## src/rtl/enemy_pkg.sv

```systemverilog
// Shared types and constants for the enemy fire scheduler.
package enemy_pkg;

    localparam int unsigned ID_WIDTH    = 4;
    localparam int unsigned COORD_WIDTH = 11;
    localparam int unsigned MAX_ENEMIES = 1 << ID_WIDTH;

    typedef logic [COORD_WIDTH-1:0] coord_t;
    typedef logic [ID_WIDTH-1:0]    enemy_id_t;

    typedef enum logic [1:0] {
        COOLDOWN = 2'd0,
        SCAN     = 2'd1,
        REQUEST  = 2'd2
    } fire_state_e;

    localparam logic [7:0] LFSR_SEED = 8'hA5;
    // Taps for x^8+x^6+x^5+x^4+1 on a left-shifting register.
    localparam logic [7:0] LFSR_TAPS = 8'hB8;

    function automatic logic [7:0] lfsr_step(input logic [7:0] cur);
        return {cur[6:0], ^(cur & LFSR_TAPS)};
    endfunction

endpackage

```

## src/rtl/enemy_fireLfsr.sv

```systemverilog
// 8-bit Fibonacci LFSR supplying cooldown jitter; advances only when enabled.
module enemy_fireLfsr
    import enemy_pkg::*;
(
    input  logic       clk,
    input  logic       resetN,
    input  logic       enable,
    output logic [7:0] lfsr
);

    logic [7:0] lfsr_q;

    always_ff @(posedge clk or negedge resetN) begin
        if (!resetN) begin
            lfsr_q <= LFSR_SEED;
        end else if (enable) begin
            lfsr_q <= lfsr_step(lfsr_q);
        end
    end

    assign lfsr = lfsr_q;

endmodule

```

## src/rtl/enemy_firescheduler.sv

```systemverilog
// Picks the next live enemy round-robin, paces launches with a jittered frame cooldown,
// caps shots in flight and offers each launch to the spawner over fireReq/fireAck.
module enemy_firescheduler
    import enemy_pkg::*;
#(
    parameter int unsigned AMOUNT_OF_ENEMIES  = 2,
    parameter int unsigned ENEMY_WIDTH        = 20,
    parameter int unsigned ENEMY_HEIGHT       = 20,
    parameter int unsigned MAX_ACTIVE_SHOTS   = 3,
    parameter int unsigned FIRE_PERIOD_FRAMES = 60,
    parameter int unsigned JITTER_BITS        = 4
) (
    input  logic                                clk,
    input  logic                                resetN,
    input  logic                                startOfFrame,
    input  logic                                pause,
    input  logic [AMOUNT_OF_ENEMIES-1:0]        enemyAlive,
    input  coord_t [AMOUNT_OF_ENEMIES-1:0]      enemiesTLX,
    input  coord_t [AMOUNT_OF_ENEMIES-1:0]      enemiesTLY,
    input  logic                                fireAck,
    input  logic                                shotRetired,
    output logic                                fireReq,
    output coord_t                              fireX,
    output coord_t                              fireY,
    output enemy_id_t                           fireEnemyId,
    output logic [3:0]                          activeShots
);

    localparam enemy_id_t  LAST_ID     = enemy_id_t'(AMOUNT_OF_ENEMIES - 1);
    localparam logic [7:0] JITTER_MASK = 8'((1 << JITTER_BITS) - 1);
    localparam logic [8:0] PERIOD      = 9'(FIRE_PERIOD_FRAMES);
    localparam logic [3:0] MAX_SHOTS   = 4'(MAX_ACTIVE_SHOTS);
    localparam logic [4:0] SCAN_LIMIT  = 5'(AMOUNT_OF_ENEMIES);
    localparam coord_t     HALF_W      = coord_t'(ENEMY_WIDTH / 2);
    localparam coord_t     FULL_H      = coord_t'(ENEMY_HEIGHT);

    fire_state_e state_q, state_d;
    logic [8:0]  cooldown_q, cooldown_d;
    enemy_id_t   rr_ptr_q, rr_ptr_d;
    logic [4:0]  scan_count_q, scan_count_d;
    logic        fire_req_q, fire_req_d;
    coord_t      fire_x_q, fire_x_d;
    coord_t      fire_y_q, fire_y_d;
    enemy_id_t   fire_id_q, fire_id_d;
    logic [3:0]  active_q, active_d;

    logic [7:0]  lfsr;
    logic        lfsr_en;
    logic [8:0]  reload;
    logic        accept;
    logic        retire;
    enemy_id_t   rr_next;
    enemy_id_t   id_next;

    // Pad the enemy tables to the full id range so any rrPtr value indexes safely.
    logic [MAX_ENEMIES-1:0]   alive_ext;
    coord_t [MAX_ENEMIES-1:0] tlx_ext;
    coord_t [MAX_ENEMIES-1:0] tly_ext;

    for (genvar g = 0; g < MAX_ENEMIES; g++) begin : g_ext
        if (g < AMOUNT_OF_ENEMIES) begin : g_live
            assign alive_ext[g] = enemyAlive[g];
            assign tlx_ext[g]   = enemiesTLX[g];
            assign tly_ext[g]   = enemiesTLY[g];
        end else begin : g_pad
            assign alive_ext[g] = 1'b0;
            assign tlx_ext[g]   = '0;
            assign tly_ext[g]   = '0;
        end
    end

    assign lfsr_en = startOfFrame & ~pause;

    enemy_fireLfsr u_lfsr (
        .clk    (clk),
        .resetN (resetN),
        .enable (lfsr_en),
        .lfsr   (lfsr)
    );

    assign reload  = PERIOD + {1'b0, lfsr & JITTER_MASK};
    assign accept  = (state_q == REQUEST) & fire_req_q & fireAck;
    assign retire  = shotRetired & (active_q != 4'd0);
    assign rr_next = (rr_ptr_q == LAST_ID) ? '0 : rr_ptr_q + enemy_id_t'(1);
    assign id_next = (fire_id_q == LAST_ID) ? '0 : fire_id_q + enemy_id_t'(1);

    always_comb begin
        state_d      = state_q;
        cooldown_d   = cooldown_q;
        rr_ptr_d     = rr_ptr_q;
        scan_count_d = scan_count_q;
        fire_req_d   = fire_req_q;
        fire_x_d     = fire_x_q;
        fire_y_d     = fire_y_q;
        fire_id_d    = fire_id_q;

        case (state_q)
            COOLDOWN: begin
                if (lfsr_en && cooldown_q != 9'd0) begin
                    cooldown_d = cooldown_q - 9'd1;
                end else if (cooldown_q == 9'd0 && !pause && active_q < MAX_SHOTS) begin
                    state_d      = SCAN;
                    scan_count_d = 5'd0;
                end
            end
            SCAN: begin
                if (pause) begin
                    // Cooldown stays at zero so the scan restarts once unpaused.
                    state_d = COOLDOWN;
                end else if (alive_ext[rr_ptr_q]) begin
                    fire_x_d   = tlx_ext[rr_ptr_q] + HALF_W;
                    fire_y_d   = tly_ext[rr_ptr_q] + FULL_H;
                    fire_id_d  = rr_ptr_q;
                    fire_req_d = 1'b1;
                    state_d    = REQUEST;
                end else begin
                    rr_ptr_d     = rr_next;
                    scan_count_d = scan_count_q + 5'd1;
                    if (scan_count_q + 5'd1 == SCAN_LIMIT) begin
                        cooldown_d = reload;
                        state_d    = COOLDOWN;
                    end
                end
            end
            REQUEST: begin
                if (accept) begin
                    fire_req_d = 1'b0;
                    rr_ptr_d   = id_next;
                    cooldown_d = reload;
                    state_d    = COOLDOWN;
                end
            end
            default: begin
                state_d = COOLDOWN;
            end
        endcase
    end

    always_comb begin
        active_d = active_q;
        if (accept && !retire && active_q < MAX_SHOTS) begin
            active_d = active_q + 4'd1;
        end else if (!accept && retire) begin
            active_d = active_q - 4'd1;
        end
    end

    always_ff @(posedge clk or negedge resetN) begin
        if (!resetN) begin
            state_q      <= COOLDOWN;
            cooldown_q   <= PERIOD;
            rr_ptr_q     <= '0;
            scan_count_q <= '0;
            fire_req_q   <= 1'b0;
            fire_x_q     <= '0;
            fire_y_q     <= '0;
            fire_id_q    <= '0;
            active_q     <= '0;
        end else begin
            state_q      <= state_d;
            cooldown_q   <= cooldown_d;
            rr_ptr_q     <= rr_ptr_d;
            scan_count_q <= scan_count_d;
            fire_req_q   <= fire_req_d;
            fire_x_q     <= fire_x_d;
            fire_y_q     <= fire_y_d;
            fire_id_q    <= fire_id_d;
            active_q     <= active_d;
        end
    end

    assign fireReq     = fire_req_q;
    assign fireX       = fire_x_q;
    assign fireY       = fire_y_q;
    assign fireEnemyId = fire_id_q;
    assign activeShots = active_q;

endmodule
```

## config.mk

```make
export PLATFORM = sky130hd
export DESIGN_NAME = enemy_firescheduler
export DESIGN_NICKNAME = d
export VERILOG_FILES = /design/src/rtl/enemy_pkg.sv /design/src/rtl/enemy_fireLfsr.sv /design/src/rtl/enemy_firescheduler.sv
export SDC_FILE = /design/constraint.sdc
export NUM_CORES = 1
export LEC_CHECK = 0
export ABC_AREA = 1
export BUFFER_PORTS_ARGS = -buffer_cell sky130_fd_sc_hd__buf_2
export CAP_MARGIN = 5
export CORE_ASPECT_RATIO = 1.5
export CORE_MARGIN = 2
export CORE_UTILIZATION = 59
export DETAILED_ROUTE_END_ITERATION = 16
export MAX_ROUTING_LAYER = met4
export PLACE_DENSITY = 0.87
export SYNTH_ARGS = -nofsm -noshare
export SYNTH_HDL_FRONTEND = slang
export SYNTH_HIERARCHICAL = 1
export SYNTH_SLANG_ARGS = --single-unit
```

## constraint.sdc

```tcl
create_clock -name clk -period 6.1 [get_ports clk]
set_clock_uncertainty 0.1 [all_clocks]
set_input_delay 0.305 -clock clk [delete_from_list [all_inputs] [get_ports clk]]
set_output_delay 0.305 -clock clk [all_outputs]
set_load 0.01 [all_outputs]
```

==> results of run 1 <==
[cell usage in the layout (no fill, tap or decap), types with 9 or more instances in the layout]
master / n
sky130_fd_sc_hd__buf_2: 82
sky130_fd_sc_hd__o21ai_1: 11
sky130_fd_sc_hd__nand2_2: 10
sky130_fd_sc_hd__dfrtp_1: 51
sky130_fd_sc_hd__nand3_1: 26
sky130_fd_sc_hd__clkbuf_8: 9
sky130_fd_sc_hd__nor2_1: 39
sky130_fd_sc_hd__inv_1: 49
sky130_fd_sc_hd__xor2_1: 9
sky130_fd_sc_hd__ha_1: 13
sky130_fd_sc_hd__a21oi_1: 11
sky130_fd_sc_hd__nand2_1: 175
sky130_fd_sc_hd__o21ai_0: 33
[final timing paths]
kind	cells after the start	end	slack, ns
worst max-delay path	7	fireY[0]	3.64
worst min-delay path	2	activeShots[2]	0.003
worst max register to register	7	fireY[0]	3.64
worst min register to register	2	fireX[2]	0.36
max in group asynchronous	2	fireX[3]	5.41
min in group clk	3	fireX[0]	0.15
[critical path, delay by kind of cell, from the launching register on]
family,cells,cell delay (ns)
compound gates,1,0.35
buf+inv,2,0.64
simple gates,4,0.63
flops,1,0.60
[layout make-up]
| type | instances | area, um2 | share of cell area [%] |
|---|---|---|---|
| multi-input combinational | 382 | 1988 | 45.23 |
| sequential | 59 | 1486 | 33.82 |
| timing repair buffer | 83 | 417.9 | 9.508 |
| inverter | 54 | 202.7 | 4.611 |
| clock buffer | 10 | 127.6 | 2.903 |
| tap | 74 | 92.59 | 2.106 |
| clock inverter | 6 | 80.08 | 1.822 |
[kinds of logic (layout without fill, tap and decap cells)]
kind of cell    count (synthesis)  after routing
simple gates                  273            273
xor+xnor                       15             15
fa+ha+maj                      14             14
compound gates                 80             80
flops                          59             59
buf+inv                        66            153
[cells in the mapped netlist (6+ instances only)]
master / n / share of area [%]
sky130_fd_sc_hd__nand2_1: 175 / 17
sky130_fd_sc_hd__nor2_2: 6 / 0.99
sky130_fd_sc_hd__nand2_2: 10 / 1.7
sky130_fd_sc_hd__nand3_1: 26 / 3.4
sky130_fd_sc_hd__inv_1: 49 / 4.9
sky130_fd_sc_hd__a21oi_2: 6 / 1.4
sky130_fd_sc_hd__o21ai_0: 33 / 4.4
sky130_fd_sc_hd__nor2_1: 39 / 3.9
sky130_fd_sc_hd__ha_1: 13 / 4.3
sky130_fd_sc_hd__dfrtp_1: 51 / 34
sky130_fd_sc_hd__xnor2_1: 6 / 1.4
sky130_fd_sc_hd__o21ai_1: 11 / 1.5
sky130_fd_sc_hd__dfstp_2: 8 / 5.6
sky130_fd_sc_hd__a21oi_1: 11 / 1.5
sky130_fd_sc_hd__xor2_1: 9 / 2.1
[registers in the layout, summed over array words and instances, names as in the netlist]
| register | flops |
|---|---|
| scan_count_q | 5 |
| fireEnemyId | 4 |
| rr_ptr_q | 4 |
| fireX | 11 |
| activeShots | 4 |
| fireY | 11 |
| u_lfsr/lfsr | 8 |
| cooldown_q | 9 |
| fireReq | 1 |
| state_q | 2 |
[stage by stage]
| step | cells | hold slack (ns) | util [%] | total power (uW) | instance area [um2] |
|---|---|---|---|---|---|
| global route | 668 | 0.06254 | 71.19 | 2273 | 4395 |
| global placement | 652 | 0.3527 | 67.82 | 1664 | 4188 |
| CTS | 668 | 0.03053 | 71.19 | 2092 | 4395 |
| floorplan | 507 | -0.09059 | - | 1455 | 3779 |
| detailed placement | 652 | 0.3542 | 67.82 | 1702 | 4188 |
| finish | 668 | 0.003416 | 71.19 | 2091 | 4395 |
[where the power goes]
group	switching [uW]	total, uW	internal [uW]
clock network	157	384	227
registers	134	684	551
logic	667	1020	356
[layer usage]
layer	wire length, um	global-route usage (%)
met1	3566	29.74
met2	4505	46.52
met3	432	4.734
met4	294	13.88
met5	0	-
==> summary by stage, run 1 <==
Min path
The class of the most critical hold timing path is input pin to async pin.

Timing
The final worst-path cycle share is 40.26%. For the pin with the worst max-slew slack, the measured transition is roughly 0.77 ns. The number of hold violations in the final report was 0. Setup repair after global routing left no endpoint under its margin. Derived from the worst setup path, the maximum achievable clock frequency is 407.1 MHz.

The least setup slack across all paths after layout is 3.644 ns. The worst max-slew margin expressed relative to the limit is approximately 50%. Setup violations remaining at the end of the flow were counted as 0. The minimum period implied by the final worst setup slack is between 2 and 2.5 ns. The sum of negative setup slack is 0 ns. The final number of max-transition violations came to 0.

Clock network
The tree is rooted in a sky130_fd_sc_hd__clkbuf_8. Once the clock tree was built, the setup fixing pass inserted 0 buffers. The tree built by TritonCTS fans out to 59 sinks. The clock network latency to the later pin of the worst-skew pair is around 0.34 ns. The clock passes through at most 2 buffers. The total CTS buffers is 9. Buffers inserted to repair hold after CTS numbered 0.

CTS built an H-tree with a depth of 3. After clock tree synthesis, the clock-pin slew on the worst setup and hold paths is 0.07 ns. In this run, post-CTS repair resized a total of 0 instances.

The TritonCTS clock tree is yes.

Synthesis
A synthesized cell averages 7.453 um2. The register area share after synthesis is around 40%. After synthesis the netlist holds a flip-flop and latch count of 59.

The number of nets in the synthesized netlist is 573. The most used flip-flop cell after synthesis is sky130_fd_sc_hd__dfrtp_1. The post-synthesis mux area share is 0%.

The number of synthesis warnings is 6. In this run the cell area of the synthesized design comes to 3779 um2. Yosys mapped a number of flops with a built-in enable equal to 0.

In the synthesized netlist the async set-or-reset flop fraction comes to 100.0%. The distinct cell type count of the synthesized netlist is ~40. The xor-xnor portion of the synthesized cell area is approximately 3.5%. The adder-cell share of the synthesized area is 4.834%. The synthesized-area fraction occupied by ao, oa, aoi and oai cells is between 10% and 20%. The synthesized-area fraction occupied by and/or/nand/nor cells is 31.29%. After technology mapping, the gate count stands at 507. By area, the combinational part of the netlist is dominated by simple AND/OR/NAND/NOR gates.

Pwr
The peak supply drop is roughly 390 uV. Dividing total power by cell area gives a power density of 475.7 nW/um2. The analysis attributes to cell leakage a power of about 0.0023 uW.

Placed design
The half-perimeter wire length after detailed placement is 6638 um. Routability-driven placement finished with a final weighted congestion of 1.042. The number of port buffers is 82.

Timing analysis after detailed placement gives a worst setup slack of 3.644 ns.

GRT
The initial antenna violation count was 0. After global routing the overflow that remains totals 0. The global-route wire length before repair is 14,660 um. Across every metal layer, demand over resource in global routing totals 26.87%. The number of global-route vias before repair is 3,329. Entering global routing, the biggest net connects 60 pins.

Setup path
The maximum cell stage delay along the critical path is roughly 0.6 ns. The critical path goes through inv_2 -> nand2_1 -> nand2_1 -> nand3_4 -> nor2_4 -> inv_2 -> o41ai_1. STA puts the critical path data arrival time at around 2.6 ns.

The startpoint-to-endpoint class of the critical path is flip-flop to flip-flop. The category of the worst setup path capture point is a flip-flop. STA classifies the critical path startpoint as a flip-flop. The startpoint identified for the worst register-to-register timing path is rr_ptr_q[0]. In this run the worst path has a maximum fanout of 36. On the critical path, the stage with the largest delay is an instance of sky130_fd_sc_hd__dfrtp_1. For the worst setup path, the data required time is 6.22 ns. The origin of the worst setup path is rr_ptr_q[0].

Route
The number of design rule violations left after detail routing is 0. Wires add up to 8798 um. The detailed router placed ~3.6k vias in this run.

In this run the remaining antenna-violating nets after routing total 0. In the routed layout, each cell is associated on average with a via count of 5.344. Before antenna repair, the detailed router went through 4 iterations. The per-cell routed wire length is 13.17 um. The iteration-0 DRC count of the detailed router is 218.

Job
Max-cap violations in this run came to 0.

Floorplan
After floorplanning, the core was divided into 35 placement rows. The die is 102.0 um tall. The die footprint is 7074 um2. In this run the count of I/O pins placed on the die edge is 83.

Once the floorplan was initialized, standard cells occupied 61.20% of the core. The core region is around 6200 um2. The floorplan die width is just under 70 um.

Layout
The fraction of final layout cells sized beyond drive strength 1 is 24.92%. The net count of the finished layout is 655. The number of fill cells in the layout is 488.

Relative to the synthesized area, the layout overhead comes to 16.32%. 0 antenna diodes ended up in the layout.

Outcome
The flow ran to the end, and the final reports show no timing, DRC or antenna violations.
No activity file was read; power rests on OpenSTA's default activity.
==> run 2, diff against run 1 <==
--- a/config.mk
+++ b/config.mk
@@ -10,10 +10,10 @@
 export CAP_MARGIN = 5
 export CORE_ASPECT_RATIO = 1.5
 export CORE_MARGIN = 2
-export CORE_UTILIZATION = 59
+export CORE_UTILIZATION = 50
 export DETAILED_ROUTE_END_ITERATION = 16
 export MAX_ROUTING_LAYER = met4
-export PLACE_DENSITY = 0.87
+export PLACE_DENSITY = 0.78
 export SYNTH_ARGS = -nofsm -noshare
 export SYNTH_HDL_FRONTEND = slang
 export SYNTH_HIERARCHICAL = 1
==> constraint.sdc (replaced) <==
create_clock -name clk -period 2.1 [get_ports clk]
set_clock_uncertainty 0.1 [all_clocks]
set_input_delay 0.105 -clock clk [delete_from_list [all_inputs] [get_ports clk]]
set_output_delay 0.105 -clock clk [all_outputs]
set_load 0.01 [all_outputs]
==> run 2 against run 1 <==
Net effect:
- critical path depth is 1 higher
- combinational power grew to 3.3 times the previous value
- final cell count is 7.6% higher
- worst hold slack better by 0.030 ns
- via count increased by 1.5%
- count of clock-buffer cells in the layout up 1
- flip-flop and latch count did not move
- register-to-register slack got worse by 3.6 ns
- sequential share of layout area decreased by 2.1 points
- critical path type unchanged
- largest cell class unchanged
==> summary by stage, run 2 (synthesized netlist as in run 1, its figures left out) <==
Layout
The library cell used most frequently in the layout, excluding fill and tap cells, is sky130_fd_sc_hd__nand2_1. The top cell types in the final layout, fill and taps aside, are sky130_fd_sc_hd__nand2_1, sky130_fd_sc_hd__buf_2, sky130_fd_sc_hd__dfrtp_1. The register cell area after layout is 1488 um2 (about the same). The growth of design area from synthesis to finish is 24.24%. The fraction of final layout cells sized beyond drive strength 1 is 28.92% (+4.0 points). The area of combinational cells with multiple inputs came to 2038 um2 (+2.5%). The count of inserted antenna diode cells is 0 (unchanged). The number of nets in the layout is 680 (+3.8%). The final design utilization is 64.53% (-6.7 points). The final cell area excluding filler cells is 4695 um2 (+6.8%).

The number of fill cells in the layout came to 629 (+29%).

Timing
The highest achievable clock rate is 488.1 MHz (+20%). The least setup slack across all paths after layout is 0.05114 ns (-3.593 ns). The number of hold violations in the final report is 0 (unchanged). The worst max-slew margin expressed relative to the limit is 58.87% (+10 points). The final worst-path cycle share is 97.56% (+57 points). The setup-violating endpoint count in the final report is 0 (unchanged). Setup repair after global routing could not meet its margin everywhere. The final number of max-transition violations is 0 (unchanged).

The transition time at the pin with the least slew margin is 0.6160 ns (-0.1526 ns). The minimum period implied by the final worst setup slack came to 2.049 ns (-0.4073 ns).

Floorplan
The initial core utilization is 51.94% (-9.3 points). The floorplan die width is 74.98 um (+8.1%). The placeable core region was 7274 um2 (+18%). The number of placed I/O pins was 83 (unchanged). The number of core rows came to 38 (+8.6%). The die footprint is 8283 um2 (+17%).

The y dimension of the die came to 110.5 um (+8.3%).

Setup path
The startpoint class of the critical path is a flip-flop. The maximum cell stage delay along the critical path was 0.42 ns (-0.18 ns). The critical path goes through inv_2 -> nand2_4 -> nor2_4 -> buf_4 -> nand3_4 -> nor2_4 -> inv_2 -> o41ai_1. The cell type group with the largest total delay on the critical path is buffers and inverters.

The sum of buffers and inverters on the critical path is 3 (+1). The critical path's slowest cell is sky130_fd_sc_hd__dfrtp_1. The critical path required time came to 2.22 ns (-4.00 ns). The worst setup path is of the flip-flop to flip-flop kind. The maximum fanout encountered on the critical timing path is 36 (unchanged).

The arrival time at the worst endpoint is 2.17 ns (-0.41 ns). The category of the worst setup path capture point is a flip-flop.

Job
The max-capacitance violation count is 0 (unchanged).

Pwr
The cell leakage power is 0.002423 uW (+4.5%). The internal power is 3470 uW (+210%). The fraction of power spent switching nets came to 45.89% (+0.13 points). The fraction of power consumed by sequential logic is 30.2% (-2.5 points). The relative contribution of combinational cells to total power is 53.2% (+4.3 points). The clock network power share is 16.6% (-1.8 points).

The switching power summed over all nets is 2944 uW (+210%). The peak supply drop came to 807.2 uV (+100%). The total power divided by cell area is 1366 nW/um2 (+190%).

GRT
The largest net degree at the start of global routing is 60 (unchanged). The global-route congestion overflow total is 0 (unchanged). The met1 track utilization from global routing is 26.76% (-3.0 points). The layer flagged by global routing as most heavily used is met2. The met3 usage in global routing came to 4.927% (+0.19 points).

The total global routing track utilization is 23.39% (-3.5 points). The global-route met2 utilization is 39.36% (-7.2 points). The initial antenna violation count was 0 (unchanged). The global-route wire length before repair is 14,720 um (+0.38%). The number of global-route vias before repair is 3,345 (+0.48%).

Route
The iteration-0 DRC count of the detailed router came to 178 (-18%). The ratio of routed vias to standard cells is 5.040 (-5.7%). The residual antenna-violating net count after detailed routing is 0 (unchanged).

The per-cell routed wire length was 12.77 um (-3.0%). The via count of the routed design came to 3,624 (+1.5%). The aggregate routed wire length is 9184 um (+4.4%). The number of design rule violations left after detail routing was 0 (unchanged). The first-pass iteration count of the detailed router is 4 (unchanged).

Clock network
The number of clock sinks seen by CTS came to 59 (unchanged). TritonCTS built the clock tree. The clock network latency to the later pin of the worst-skew pair was 0.35 ns (about the same). The master cell of the clock root buffer is sky130_fd_sc_hd__clkbuf_8.

The CTS H-tree depth is 3 (unchanged). The clock-pin slew reported for the worst setup and hold paths after clock tree synthesis is 0.08 ns (about the same). The total CTS buffers is 9 (unchanged).

The deepest clock path buffer count is 2 (unchanged).

Min path
The class of the most critical hold timing path is input pin to flip-flop.

Placed design
The global placer's final weighted congestion was 0.9514 (-8.7%). The placed standard-cell area is 4308 um2 (+2.9%). The post-placement worst setup slack is 0.02012 ns (-3.624 ns).

The number of port buffers came to 82 (unchanged). The half-perimeter wire length after detailed placement is 6933 um (+4.4%).

Outcome
The run finished with clean final reports.
==> run 2: changes by cell type in the layout (fill, tap and decap cells not counted), sizes merged <==
| cell | delta |
|---|---|
| clkinv | -2 |
| clkinvlp | +2 |
| dlygate4sd3 | +7 |
| nand2 | +1 |
| bufinv | -1 |
| buf | +17 |
| clkbuf | +1 |
==> run 2: worst reg2reg max path: stages (launching register included) <==
cell and delay [ns]:
sky130_fd_sc_hd__dfrtp_1 0.42, sky130_fd_sc_hd__inv_2 0.11, sky130_fd_sc_hd__nand2_4 0.07, sky130_fd_sc_hd__nor2_4 0.20, sky130_fd_sc_hd__buf_4 0.20, sky130_fd_sc_hd__nand3_4 0.10
sky130_fd_sc_hd__nor2_4 0.11, sky130_fd_sc_hd__inv_2 0.24, sky130_fd_sc_hd__o41ai_1 0.39
==> run 2: power by group through the flow <==
stage	registers [uW]	clock network (uW)	logic, uW
2_1_floorplan	1990	0	2230
3_3_place_gp	1930	0	3080
3_5_place_dp	1950	0	3150
4_1_cts	1940	1090	3190
5_1_grt	1990	1150	3810
6_report	1940	1070	3410
==> run 2: per-layer routing <==
| metal | share of wire, % | vias up |
|---|---|---|
| met3 | 4.1 | 18 |
| met1 | 39 | 1661 |
| met2 | 54 | 108 |
| li1 | - | 1837 |
| met5 | 0 | - |
| met4 | 2.2 | 0 |
==> run 2: layout make-up <==
cell class	count	area share (%)
multi-input combinational	383	43.42
inverter	54	4.424
sequential	59	31.69
clock inverter	5	1.333
clock buffer	11	3.012
timing repair buffer	107	13.46
tap	100	2.665
==> run 2: what timing repair did <==
item	CTS	global route
hold buffers	7	0
hold endpoints to repair	62	0
gates resized for setup	0	18
buffers inserted	0	7
endpoints found under the setup margin	0	16
==> run 2: through the flow <==
step / hold slack, ns / power, uW / cells / setup TNS (ns)
6_report: 0.03327 / 6414 / 719 / 0
5_1_grt: 0.09865 / 6950 / 719 / -0.1137
4_1_cts: 0.01703 / 6211 / 711 / 0
3_5_place_dp: 0.03628 / 5101 / 688 / 0
3_3_place_gp: 0.03583 / 5011 / 688 / 0
2_1_floorplan: -0.2906 / 4226 / 507 / 0
==> run 2: final timing paths <==
kind / startpoint / endpoint / slack (ns) / cells after the start
worst max register to register: rr_ptr_q[3] / fireY[1] / 0.05 / 8
worst min-delay path: enemiesTLY[20] / fireY[9] / 0.03 / 5
worst min register to register: u_lfsr/lfsr[6] / u_lfsr/lfsr[7] / 0.37 / 2
min in group asynchronous: resetN / state_q[1] / 0.19 / 3
max in group asynchronous: resetN / u_lfsr/lfsr[5] / 1.40 / 3
worst max-delay path: rr_ptr_q[3] / fireY[1] / 0.05 / 8
